--- src/rtl/seq_tx.sv ---
// seq_tx: serial frame transmitter for the ena/si link.
// Each frame is the DSIZE-bit header DTECT, then the DSIZE-bit payload (both
// MSB first), then an optional even-parity bit, then GAP_CYC idle cycles with
// ena low so the receiver shift register clears between frames.
module seq_tx #(
  parameter int DSIZE   = 8,
  parameter int DTECT   = 85,
  parameter int PAR_EN  = 1,
  parameter int GAP_CYC = 2
) (
  input  logic             clk,
  input  logic             rst,
  input  logic             in_valid,
  input  logic [DSIZE-1:0] in_data,
  output logic             in_ready,
  output logic             ena,
  output logic             si,
  output logic             busy,
  output logic             tx_done,
  output logic [15:0]      frame_cnt
);

  localparam logic [2:0] S_IDLE = 3'd0;
  localparam logic [2:0] S_HEAD = 3'd1;
  localparam logic [2:0] S_DATA = 3'd2;
  localparam logic [2:0] S_PAR  = 3'd3;
  localparam logic [2:0] S_GAP  = 3'd4;

  localparam int BW = (DSIZE > 2) ? $clog2(DSIZE) : 1;
  localparam int GW = (GAP_CYC > 1) ? $clog2(GAP_CYC) : 1;

  localparam logic [DSIZE-1:0] HDR      = DSIZE'(DTECT);
  localparam logic [BW-1:0]    BIT_LAST = BW'(DSIZE - 1);
  localparam logic [GW-1:0]    GAP_LAST = GW'(GAP_CYC - 1);

  logic [2:0]       state_q, state_d;
  logic [BW-1:0]    bit_cnt_q, bit_cnt_d;
  logic [BW-1:0]    bit_nxt;
  logic [GW-1:0]    gap_cnt_q, gap_cnt_d;
  logic [DSIZE-1:0] shreg_q, shreg_d;
  logic             par_q, par_d;
  logic             ena_q, ena_d;
  logic             si_q, si_d;
  logic             busy_q, busy_d;
  logic             tx_done_q, tx_done_d;
  logic [15:0]      frame_cnt_q, frame_cnt_d;

  assign in_ready  = (state_q == S_IDLE);
  assign ena       = ena_q;
  assign si        = si_q;
  assign busy      = busy_q;
  assign tx_done   = tx_done_q;
  assign frame_cnt = frame_cnt_q;

  // Next-state and next-output decode; ena/si are computed for the state being
  // entered so the registered outputs line up with the state register.
  always_comb begin
    state_d     = state_q;
    bit_cnt_d   = bit_cnt_q;
    gap_cnt_d   = gap_cnt_q;
    shreg_d     = shreg_q;
    par_d       = par_q;
    ena_d       = 1'b0;
    si_d        = 1'b0;
    tx_done_d   = 1'b0;
    frame_cnt_d = frame_cnt_q;
    bit_nxt     = bit_cnt_q - BW'(1);
    case (state_q)
      S_IDLE: begin
        if (in_valid) begin
          state_d   = S_HEAD;
          shreg_d   = in_data;
          par_d     = ^in_data;
          bit_cnt_d = BIT_LAST;
          ena_d     = 1'b1;
          si_d      = HDR[DSIZE-1];
        end
      end
      S_HEAD: begin
        ena_d = 1'b1;
        if (bit_cnt_q == '0) begin
          state_d   = S_DATA;
          bit_cnt_d = BIT_LAST;
          si_d      = shreg_q[DSIZE-1];
        end else begin
          bit_cnt_d = bit_nxt;
          si_d      = HDR[bit_nxt];
        end
      end
      S_DATA: begin
        if (bit_cnt_q == '0) begin
          if (PAR_EN != 0) begin
            state_d = S_PAR;
            ena_d   = 1'b1;
            si_d    = par_q;
          end else begin
            state_d     = S_GAP;
            gap_cnt_d   = GAP_LAST;
            tx_done_d   = 1'b1;
            frame_cnt_d = frame_cnt_q + 16'd1;
          end
        end else begin
          ena_d     = 1'b1;
          bit_cnt_d = bit_nxt;
          si_d      = shreg_q[bit_nxt];
        end
      end
      S_PAR: begin
        state_d     = S_GAP;
        gap_cnt_d   = GAP_LAST;
        tx_done_d   = 1'b1;
        frame_cnt_d = frame_cnt_q + 16'd1;
      end
      S_GAP: begin
        if (gap_cnt_q == '0) begin
          state_d = S_IDLE;
        end else begin
          gap_cnt_d = gap_cnt_q - GW'(1);
        end
      end
      default: state_d = S_IDLE;
    endcase
    busy_d = (state_d != S_IDLE);
  end

  // State and registered outputs; reset drops any frame in flight.
  always_ff @(posedge clk or posedge rst) begin
    if (rst) begin
      state_q     <= S_IDLE;
      bit_cnt_q   <= '0;
      gap_cnt_q   <= '0;
      shreg_q     <= '0;
      par_q       <= 1'b0;
      ena_q       <= 1'b0;
      si_q        <= 1'b0;
      busy_q      <= 1'b0;
      tx_done_q   <= 1'b0;
      frame_cnt_q <= '0;
    end else begin
      state_q     <= state_d;
      bit_cnt_q   <= bit_cnt_d;
      gap_cnt_q   <= gap_cnt_d;
      shreg_q     <= shreg_d;
      par_q       <= par_d;
      ena_q       <= ena_d;
      si_q        <= si_d;
      busy_q      <= busy_d;
      tx_done_q   <= tx_done_d;
      frame_cnt_q <= frame_cnt_d;
    end
  end

endmodule

--- config.mk ---
export PLATFORM = sky130hd
export DESIGN_NAME = seq_tx
export DESIGN_NICKNAME = d
export VERILOG_FILES = /design/src/rtl/seq_tx.sv
export SDC_FILE = /design/constraint.sdc
export NUM_CORES = 1
export LEC_CHECK = 0
export CORE_MARGIN = 10
export CORE_UTILIZATION = 52
export CTS_CLUSTER_DIAMETER = 50
export DETAILED_ROUTE_END_ITERATION = 8
export GPL_ROUTABILITY_DRIVEN = 0
export MAX_ROUTING_LAYER = met4
export PLACE_DENSITY = 0.76
export SYNTH_ARGS = -nofsm -noshare
export SYNTH_HDL_FRONTEND = slang
export SYNTH_SLANG_ARGS = --single-unit
--- constraint.sdc ---
create_clock -name clk -period 2.2 [get_ports clk]
set_input_delay 0.33 -clock clk [delete_from_list [all_inputs] [get_ports clk]]
set_output_delay 0.33 -clock clk [all_outputs]
set_load 0.01 [all_outputs]
# ---- Word level (Yosys, flattened, before mapping)
# Memories as Yosys holds them, arrays and structs flattened.
# Cells that the tools add are included.
dict set report word_totals {
  wordCells 50
  mem_bits_ro 8
  reg_bits 36
  in_bits 11
  output_inout_bits 21
  mem_count 1
}
dict set report op_classes {
  n_eq_ne 6
  reduce_logical 9
  mux 20
  add_sub_neg 3
  order_cmp 1
}
# memory words width read_ports rd_ports_with_merged_regs wr line_no
set mem_list {}
lappend mem_list {{(name not given)} 8 1 1 0 0 87} ;# si_d = HDR[bit_nxt];
# cell count
set op_table {}
lappend op_table {{$mux W3} 7}
lappend op_table {{$add A16 B1 Y16 const B} 1}
lappend op_table {{$pmux W3 S5} 1}
lappend op_table {{$pmux W3 S3} 1}
lappend op_table {{$reduce_xor A8 Y1} 1}
lappend op_table {{$mux W1} 7}
lappend op_table {{$eq A3 B2 Y1 const B} 2}
lappend op_table {{$logic_not A3 Y1} 2}
lappend op_table {{$pmux W1 S2} 3}
lappend op_table {{$reduce_bool A3 Y1} 2}
lappend op_table {{$lt A3 B4 Y1 const B} 1}
lappend op_table {{$ne A2 B2 Y1 const B} 2}
lappend op_table {{$bmux W1 S3} 1}
lappend op_table {{$eq A3 B1 Y1 const B} 1}
lappend op_table {{$eq A3 B3 Y1 const B} 1}
lappend op_table {{$reduce_and A3 Y1} 1}
lappend op_table {{$sub A3 B1 Y3 const B} 1}
lappend op_table {{$reduce_and A2 Y1} 1}
lappend op_table {{$reduce_bool A2 Y1} 1}
lappend op_table {{$reduce_or A2 Y1} 1}
lappend op_table {{$sub A1 B1 Y1 const B} 1}

# ---- Longest topological paths before layout
# Gate-level depths: netlist of run 1.
dict set report depth {
  ltp_word 5
  depth_mapped 6
  depth_no_buf 6
}

# ---- Least setup slack after synthesis of run 1
# No wires, ideal clock.
dict set report synth_timing {
  kind {reg2reg}
  from {register bit_cnt_q[0]}
  to {register si_q, in the netlist si}
  slack_ns 0.386
  setup_time_ns 0.125
  stages_incl_launch_ff 7
  arrival_time_ns 1.689
  path_buffers 0
  period_less_slack_ns 1.814
  required_ns 2.075
  path_cell_list {dfrtp_1 > inv_1 > ha_1 > mux4_1 > mux2_2 > nand3_2 > a21oi_2}
}
dict set report synth_via {
  elab_chain_cells 5
  word_cells_on_any_way 9
  classes_between {add/sub: 1; mux: 6; reduce/logical: 1; memory: 1}
}
# item line_no
set synth_rtl {}
lappend synth_rtl {{from (decl)} 37} ;# logic [BW-1:0] bit_cnt_q, bit_cnt_d;
lappend synth_rtl {{from (signal assigned)} 141} ;# bit_cnt_q <= bit_cnt_d;
lappend synth_rtl {{$sub A3 B1 Y3} 67} ;# bit_nxt = bit_cnt_q - BW'(1);
lappend synth_rtl {{$mem_v2 Z8 W1 or $bmux W1 S3 (tied branches)} n/a}
lappend synth_rtl {{$mux W1, on equally long branches} {87, 105}}
lappend synth_rtl {{$mux W1, on equally long branches} {81, 91}}
lappend synth_rtl {{$pmux W1 S2 *} 68} ;# case (state_q)
lappend synth_rtl {{net si_d} 43} ;# logic si_q, si_d;
lappend synth_rtl {{to (signal assigned)} 146} ;# si_q <= si_d;
lappend synth_rtl {{to (decl)} 43}
# Mark *: on every way through the listed nets, which the timed path passes. The rest lies on a longest branch. The select of a mux whose other input is x is not followed.
# A chain may end at the register's enable or synchronous reset.

# ---- Worst setup path in the final report of run 1
dict set report layout_timing {
  from {register state_q[0]}
  to {output in_ready}
}
dict set report layout_via {
  elab_chain_cells 1
}
# item line_no
set layout_rtl {}
lappend layout_rtl {{from (decl)} 36} ;# logic [2:0] state_q, state_d;
lappend layout_rtl {{from (signal assigned)} 140} ;# state_q <= state_d;
lappend layout_rtl {{$logic_not A3 Y1} 48} ;# assign in_ready = (state_q == S_IDLE);
lappend layout_rtl {{to (decl)} 15} ;# output logic in_ready,
# No other way between the ends.

==> impl_metrics.csv, run 1 <==
group,metric,value,unit
min_path,hold_class,"primary input to asynchronous set/reset pin",
timing,report.final.slew_viol_count,0,
grt,grt_overflow,0,
timing,rsz0062_at_grt,"no",
grt,grt_first_pass_wirelength,5610,um
logic_synthesis,syn_area_per_cell,12.8,um2
clock_tree,cts_tree,"done",
logic_synthesis,synthesis.nets,153,
clock_tree,hold_buffers,0,
grt,grt_max_degree,37,
timing,clock_skew,0.00963,ns
floorplanning,die_w,78.5,um
timing,fin_ws,0.172,ns
final_layout,instances_no_fill,218,
routing,first_iter_violations,105,
routing,routed_wirelength,3290,um
critical_path,cp.required,1.87,ns
critical_path,crit_fanout,11,
timing,period_share,0.922,
grt,track_usage,0.115,
clock_tree,cts_buffers,5,
logic_synthesis,ys_warn_count,0,
clock_tree,cts-root-buf,"clkbuf_4",
floorplanning,dieArea,6150,um2
routing,routedWlPerCell,15.1,um
clock_tree,cts_setup_buffers,0,
floorplanning,io_pins,32,
logic_synthesis,seq_area_frac_synth,0.507,
clock_tree,cts_resized,0,
routing,ant_nets,0,
critical_path,slowest_delay,0.56,ns
critical_path,start_kind,"register",
routing,firstDrtPassIters,4,
run_status,outcome,"finished, final reports clean",
clock_tree,htreeDepth,2,
timing,post-route-min-period,2.03,ns
timing,clock.fmax,493,MHz
logic_synthesis,ys_seq_elements,36,
routing,vias,1155,
logic_synthesis,ys.flop_type,"dfrtp_1",
critical_path,cp_cell_sequence,"nor3_2, clkdlybuf4s50_1",
timing,hold_viol_final,0,
placement,io_buffers,31,
logic_synthesis,syn_area,1780,um2
timing,hold_ws,0.388,ns
floorplanning,core,3310,um2
power,p_per_area,998,nW/um2
routing,post-route-drc-count,0,
final_layout,finalInstanceArea,2150,um2
final_layout,final_nets,186,
final_layout,antenna_cells,0,
critical_path,crit_slowest_cell,"clkdlybuf4s50_1",
power,leakage,0.905,nW
logic_synthesis,synth_area_leaders,"dfrtp_1 51%, xnor2_1 9.9%, mux2_1 5.7%",
logic_synthesis,yosys.area.top_type,"dfrtp_1",
clock_tree,cts.path.max_buffers,2,
logic_synthesis,syn_inst,139,
logic_synthesis,ys_async_sr_fraction,1.00,
routing,vias_per_cell,5.30,
critical_path,cp_top_family,"buffers and inverters",
floorplanning,row_count,21,
grt,antenna_found_initial,0,
final_layout,final_core_util,0.649,
timing,tightest_slew,0.451,ns
power,power.total,2.14,mW
placement,dp_slack,0.258,ns
critical_path,cp.arrival,1.70,ns
final_layout,syn_to_final_growth,20.9,%
run,drv_cap,0,
critical_path,worst-setup-path-type,"register to output port",
clock_tree,numClockSinks,36,
final_layout,drive_gt1_frac,0.116,
timing,setup_viol,0,
floorplanning,start_util,0.537,
placement,numPlacedInstances,211,
logic_synthesis,ys_types,44,
final_layout,fillerInstances,289,
floorplanning,die_h,78.5,um
logic_synthesis,synth-edff-count,0,
grt,grt_pass1_vias,1225,
clock_tree,clk_pin_slew,0.11,ns
clock_tree,clk-insertion-delay-late,0.33,ns
timing,fin_tns_setup,0,ns
critical_path,worstSetupEndpointType,"output port",
placement,placed_area,2100,um2
power,vdd_drop_max,534,uV
placement,hpwl,2530,um
critical_path,cp_num_buf_inv,1,
logic_synthesis,yosysTopAreaCellShare,0.507,
timing,max_slew_margin,0.699,
==> synthesized netlist by cell type (2+ instances only) <==
| master | instances |
|---|---|
| nor2_1 | 3 |
| inv_1 | 6 |
| buf_4 | 3 |
| mux2_2 | 2 |
| nand3_1 | 5 |
| o21ai_0 | 2 |
| mux2_1 | 9 |
| dfrtp_1 | 36 |
| xor2_1 | 3 |
| mux4_1 | 2 |
| ha_1 | 3 |
| nand4_1 | 4 |
| and4_1 | 4 |
| a21oi_1 | 3 |
| and2_1 | 2 |
| buf_6 | 2 |
| nand2_1 | 4 |
| xnor2_1 | 20 |
==> routing by layer <==
layer,up-vias,GRT usage,part of all wire
met5,-,-,0
met1,574,0.125,0.44
li1,551,-,-
met3,6,0.0376,0.044
met2,24,0.192,0.50
met4,0,0.0430,0.014
==> cells by family after synthesis <==
kind of cell,count (synthesis),share of synthesized area
mux,14,0.105
compound gates,16,0.0732
xor+xnor,23,0.113
simple gates,35,0.139
buf+inv,12,0.0408
fa+ha+maj,3,0.0211
flops,36,0.507
==> layout make-up <==
class                   count  area [um2]  share of cell area
inverters                   6        22.5              0.0105
multi-input cells          91         803               0.374
repair buffers             32         318               0.148
clock inverters             1        5.00             0.00233
clock buffers               6        41.3              0.0192
flip-flops and latches     36         901               0.419
well taps                  46        57.6              0.0268
==> final timing paths <==
kind | start | to | slack [ns] | cells after the start
worst max-delay path | state_q[0] | in_ready | 0.17 | 2
worst min-delay path | rst | frame_cnt[8] | 0.39 | 3
worst max register to register | bit_cnt_q[0] | si | 0.26 | 6
worst min register to register | frame_cnt[8] | frame_cnt[8] | 0.49 | 1
max in group asynchronous | rst | par_q | 1.49 | 3
min in group clk | frame_cnt[8] | frame_cnt[8] | 0.49 | 1
==> state kept, by name, indices dropped and copies added, names as in the netlist <==
name       flops
ena            1
state_q        3
gap_cnt_q      1
tx_done        1
par_q          1
shreg_q        8
bit_cnt_q      3
busy           1
si             1
frame_cnt     16
==> worst register-to-register path, stage by stage, from the launching register on <==
cell and delay, ns:
dfrtp_1 0.41, inv_1 0.10, ha_1 0.34, mux4_1 0.54, mux2_2 0.29, nand3_2 0.09, a21oi_2 0.05
==> cell usage in the layout (no fill, tap or decap), drive strengths merged, types with 4 or more instances in the layout <==
cell type and n:
xnor2 20, clkbuf 6, mux2 11, dfrtp 36, and4 4, nand4 4
inv 6, a21oi 4, nand3 6, nand2 4, clkdlybuf4s50 31
==> report_power, final <==
part           switching [mW]  leakage, nW  internal [mW]
logic                   0.335        0.426          0.487
registers               0.163        0.451          0.841
clock network           0.201       0.0281          0.118
total                   0.699        0.905           1.45
Power figures use the tool's default switching activity.
==> inputs of run 2 (changes only) <==
--- a/config.mk
+++ b/config.mk
@@ -14,2 +14,3 @@
 export PLACE_DENSITY = 0.76
+export SETUP_SLACK_MARGIN = 0.02
 export SYNTH_ARGS = -nofsm -noshare
==> constraint.sdc (replaced) <==
create_clock -name clk -period 2.1 [get_ports clk]
set_input_delay 0.21 -clock clk [delete_from_list [all_inputs] [get_ports clk]]
set_output_delay 0.21 -clock clk [all_outputs]
set_load 0.01 [all_outputs]
==> impl_metrics.csv, run 2 (synthesized netlist as in run 1, its figures left out) <==
group,metric,value,unit
timing,setup_viol,0,
grt,met1_usage,0.124,
floorplanning,dieArea,6150,um2
final_layout,finalInstanceArea,2190,um2
clock_tree,cts_buffers,5,
floorplanning,start_util,0.537,
grt,grt_overflow,0,
min_path,hold_class,"primary input to asynchronous set/reset pin",
critical_path,worst-setup-path-type,"register to register",
final_layout,drive_gt1_frac,0.126,
run,drv_cap,0,
grt,grt_pass1_vias,1201,
timing,hold_viol_final,0,
floorplanning,die_w,78.5,um
critical_path,reg2regPathDepth,6,
power,vdd_drop_max,668,uV
routing,vias_per_cell,5.25,
timing,tightest_slew,0.447,ns
placement,hpwl,2450,um
grt,grt.met2_usage,0.183,
timing,fin_ws,0.176,ns
final_layout,syn_to_final_growth,23.0,%
final_layout,final_nets,187,
timing,report.final.slew_viol_count,0,
floorplanning,die_h,78.5,um
clock_tree,cts_tree,"done",
critical_path,regToRegSetupSlack,0.18,ns
timing,max_slew_margin,0.702,
power,p_per_area,1080,nW/um2
routing,routedWlPerCell,14.6,um
timing,post-route-min-period,1.92,ns
timing,clock_skew,0.00848,ns
grt,grt_first_pass_wirelength,5600,um
critical_path,reg2reg_to,"si",
grt,grt_max_degree,37,
final_layout,mostFrequentLayoutCell,"dfrtp_1",
routing,first_iter_violations,78,
routing,ant_nets,0,
run_status,outcome,"finished, final reports clean",
power,leakage,0.924,nW
placement,dp_slack,0.167,ns
placement,placed_area,2110,um2
routing,post-route-drc-count,0,
critical_path,worstSetupEndpointType,"register",
final_layout,mostFrequentLayoutCells,"36 x dfrtp_1, 31 x clkdlybuf4s50_1, 20 x xnor2_1",
clock_tree,cts.path.max_buffers,2,
clock_tree,clk-insertion-delay-late,0.33,ns
timing,clock.fmax,520,MHz
timing,period_share,0.916,
clock_tree,cts_resized,0,
critical_path,cp.required,2.32,ns
timing,rsz0062_at_grt,"no",
routing,firstDrtPassIters,4,
grt,grtUsageMet3,0.0490,
final_layout,largest_reg_flops,16,
clock_tree,hold_buffers,0,
clock_tree,cts_setup_buffers,0,
critical_path,critPathCapture,"si",
placement,io_buffers,31,
floorplanning,io_pins,32,
critical_path,worstReg2RegStart,"bit_cnt_q[0]",
timing,fin_tns_setup,0,ns
grt,busiest_layer,"met2",
floorplanning,row_count,21,
floorplanning,core,3310,um2
clock_tree,numClockSinks,36,
critical_path,cp.arrival,2.14,ns
final_layout,antenna_cells,0,
final_layout,fillerInstances,274,
clock_tree,htreeDepth,2,
routing,routed_wirelength,3210,um
critical_path,crit_fanout,4,
placement,numPlacedInstances,212,
critical_path,critPathLaunch,"bit_cnt_q[0]",
clock_tree,cts-root-buf,"clkbuf_4",
clock_tree,clk_pin_slew,0.11,ns
routing,vias,1156,
critical_path,start_kind,"register",
power,power.total,2.37,mW
final_layout,instances_no_fill,220,
grt,antenna_found_initial,0,
grt,track_usage,0.113,
run 2: changes by cell type in the layout (fill, tap and decap cells not counted):
cell / delta
buf_4: +1
bufinv_16: +1
run 2: critical path: stages, from the launching register on:
cell     delay [ns]
dfrtp_1        0.41
inv_1          0.10
ha_1           0.34
mux4_1         0.56
mux2_2         0.28
nand3_2        0.08
a21oi_2        0.05
run 2: worst min-delay path by stage:
stage                          to  slack (ns)  depth (start not counted)
finish               frame_cnt[6]        0.26                          3
detailed placement  frame_cnt[15]        0.47                          1
global placement    frame_cnt[15]        0.46                          1
global route         frame_cnt[7]        0.29                          3
CTS                  frame_cnt[5]        0.26                          3
floorplan              shreg_q[0]        0.34                          1
run 2: per-stage QoR:
step	utilization	hold slack, ns
after floorplan	-	0.345
after CTS	0.660	0.261
final	0.660	0.261
after global routing	0.660	0.290
after global placement	0.637	0.459
after detailed placement	0.637	0.472
run 2: routing by layer:
| layer | wire length [um] | up-vias |
|---|---|---|
| li1 | - | 555 |
| met1 | 1410 | 572 |
| met2 | 1600 | 24 |
| met3 | 158 | 5 |
| met4 | 42 | 0 |
| met5 | 0 | - |
run 2: cell type report:
cell class	count	area, um2	area share
Inverter	6	22.5	0.0103
Timing Repair Buffer	33	325	0.149
Tap cell	46	57.6	0.0263
Multi-Input combinational cell	91	803	0.367
Clock buffer	6	41.3	0.0189
Sequential cell	36	901	0.412
Clock inverter	2	35.0	0.0160
run 2: where the power goes:
| part | switching, mW | internal [mW] | leakage (nW) |
|---|---|---|---|
| Clock | 0.216 | 0.250 | 0.0422 |
| Combinational | 0.345 | 0.514 | 0.431 |
| Sequential | 0.165 | 0.881 | 0.451 |
==> inputs of run 3 (changes only) <==
- CORE_ASPECT_RATIO: default -> 1.75
==> impl_metrics.csv, run 3 (synthesized netlist as in run 1, its figures left out) <==
group,metric,value,unit
final_layout,antenna_cells,0,
timing,clock_skew,0.00344,ns
clock_tree,hold_buffers,0,
grt,grt_max_degree,37,
timing,period_share,0.935,
critical_path,cp_num_buf_inv,1,
routing,firstDrtPassIters,4,
critical_path,worst-setup-path-type,"register to register",
final_layout,mostFrequentLayoutCells,"36 x dfrtp_1, 31 x clkdlybuf4s50_1, 20 x xnor2_1",
timing,fin_tns_setup,0,ns
grt,antenna_found_initial,0,
timing,setup_viol,0,
clock_tree,cts_tree,"done",
critical_path,start_kind,"register",
final_layout,syn_to_final_growth,23.9,%
floorplanning,die_h,97.3,um
routing,routed_wirelength,3510,um
critical_path,cp_cell_sequence,"inv_1, ha_1, mux4_1, mux2_2, nand3_2, a21oi_2",
placement,hpwl,2790,um
final_layout,finalInstanceArea,2200,um2
final_layout,instances_no_fill,219,
run,drv_cap,0,
min_path,hold_class,"primary input to asynchronous set/reset pin",
critical_path,cp.arrival,2.12,ns
routing,post-route-drc-count,0,
clock_tree,numClockSinks,36,
clock_tree,cts_setup_buffers,0,
clock_tree,cts_buffers,5,
routing,dr_wl_met3,177,um
routing,vias_per_cell,5.33,
final_layout,largest_reg_flops,16,
run_status,outcome,"finished, final reports clean",
routing,topRoutingLayerUsed,"met4",
clock_tree,clk_pin_slew,0.07,ns
routing,wl_met1,1290,um
timing,fin_ws,0.137,ns
timing,max_slew_margin,0.706,
clock_tree,clk-insertion-delay-late,0.28,ns
timing,hold_viol_final,0,
floorplanning,die_w,64.2,um
floorplanning,start_util,0.534,
placement,dp_slack,0.147,ns
grt,grt_overflow,0,
timing,rsz0062_at_grt,"no",
floorplanning,io_pins,32,
grt,grt_pass1_vias,1246,
floorplanning,core,3330,um2
placement,placed_area,2110,um2
routing,ant_nets,0,
power,vdd_drop_max,763,uV
power,p_per_area,1110,nW/um2
floorplanning,row_count,28,
routing,first_iter_violations,41,
critical_path,cp.required,2.26,ns
timing,post-route-min-period,1.96,ns
floorplanning,dieArea,6250,um2
grt,grt_first_pass_wirelength,5960,um
critical_path,slowest_delay,0.55,ns
timing,tightest_slew,0.441,ns
routing,routedWlPerCell,16.0,um
placement,numPlacedInstances,211,
critical_path,worstSetupEndpointType,"register",
final_layout,final_nets,187,
clock_tree,cts-root-buf,"clkbuf_8",
routing,vias,1168,
timing,hold_ws,0.318,ns
clock_tree,cts.path.max_buffers,2,
clock_tree,cts_resized,0,
final_layout,mostFrequentLayoutCell,"dfrtp_1",
critical_path,cp_top_family,"multiplexers",
routing,wl_met2,1930,um
timing,report.final.slew_viol_count,0,
clock_tree,htreeDepth,2,
timing,clock.fmax,509,MHz
critical_path,crit_slowest_cell,"mux4_1",
final_layout,drive_gt1_frac,0.132,
power,leakage,0.932,nW
critical_path,crit_fanout,4,
placement,io_buffers,31,
grt,track_usage,0.122,
[run 3: metal layers]
metal / track usage / up-vias
met5: - / -
met4: 0.0613 / 0
met3: 0.0416 / 9
met2: 0.213 / 30
met1: 0.115 / 572
li1: - / 557
[run 3: layout make-up]
type,instances,area (um2)
Clock buffer,6,82.6
Fill cell,258,1130
Multi-Input combinational cell,91,803
Sequential cell,36,901
Tap cell,45,56.3
Clock inverter,2,10.0
Timing Repair Buffer,33,325
Inverter,6,22.5
[run 3: final timing paths]
kind	startpoint	cells past startpoint	slack (ns)	to
max in group asynchronous	rst	3	1.47	shreg_q[2]
worst max register to register	bit_cnt_q[0]	6	0.14	si
worst min-delay path	rst	3	0.32	shreg_q[0]
worst min register to register	frame_cnt[15]	1	0.47	frame_cnt[15]
min in group clk	frame_cnt[15]	1	0.47	frame_cnt[15]
worst max-delay path	bit_cnt_q[0]	6	0.14	si
[run 3: power breakdown]
group | total, mW | leakage [nW] | switching (mW) | internal, mW
clock | 0.497 | 0.0510 | 0.236 | 0.261
combinational | 0.886 | 0.430 | 0.367 | 0.519
sequential | 1.05 | 0.451 | 0.166 | 0.883
[run 3: tightest hold or removal path, delay by kind of cell]
kind                   cells  cell delay (ns)
buffers and inverters      3             0.82
[run 3: metrics by stage]
stage	power, mW	util
3_3_place_gp	1.91	0.633
5_1_grt	2.60	0.661
6_report	2.43	0.661
3_5_place_dp	1.96	0.633
4_1_cts	2.47	0.661
2_1_floorplan	1.68	-
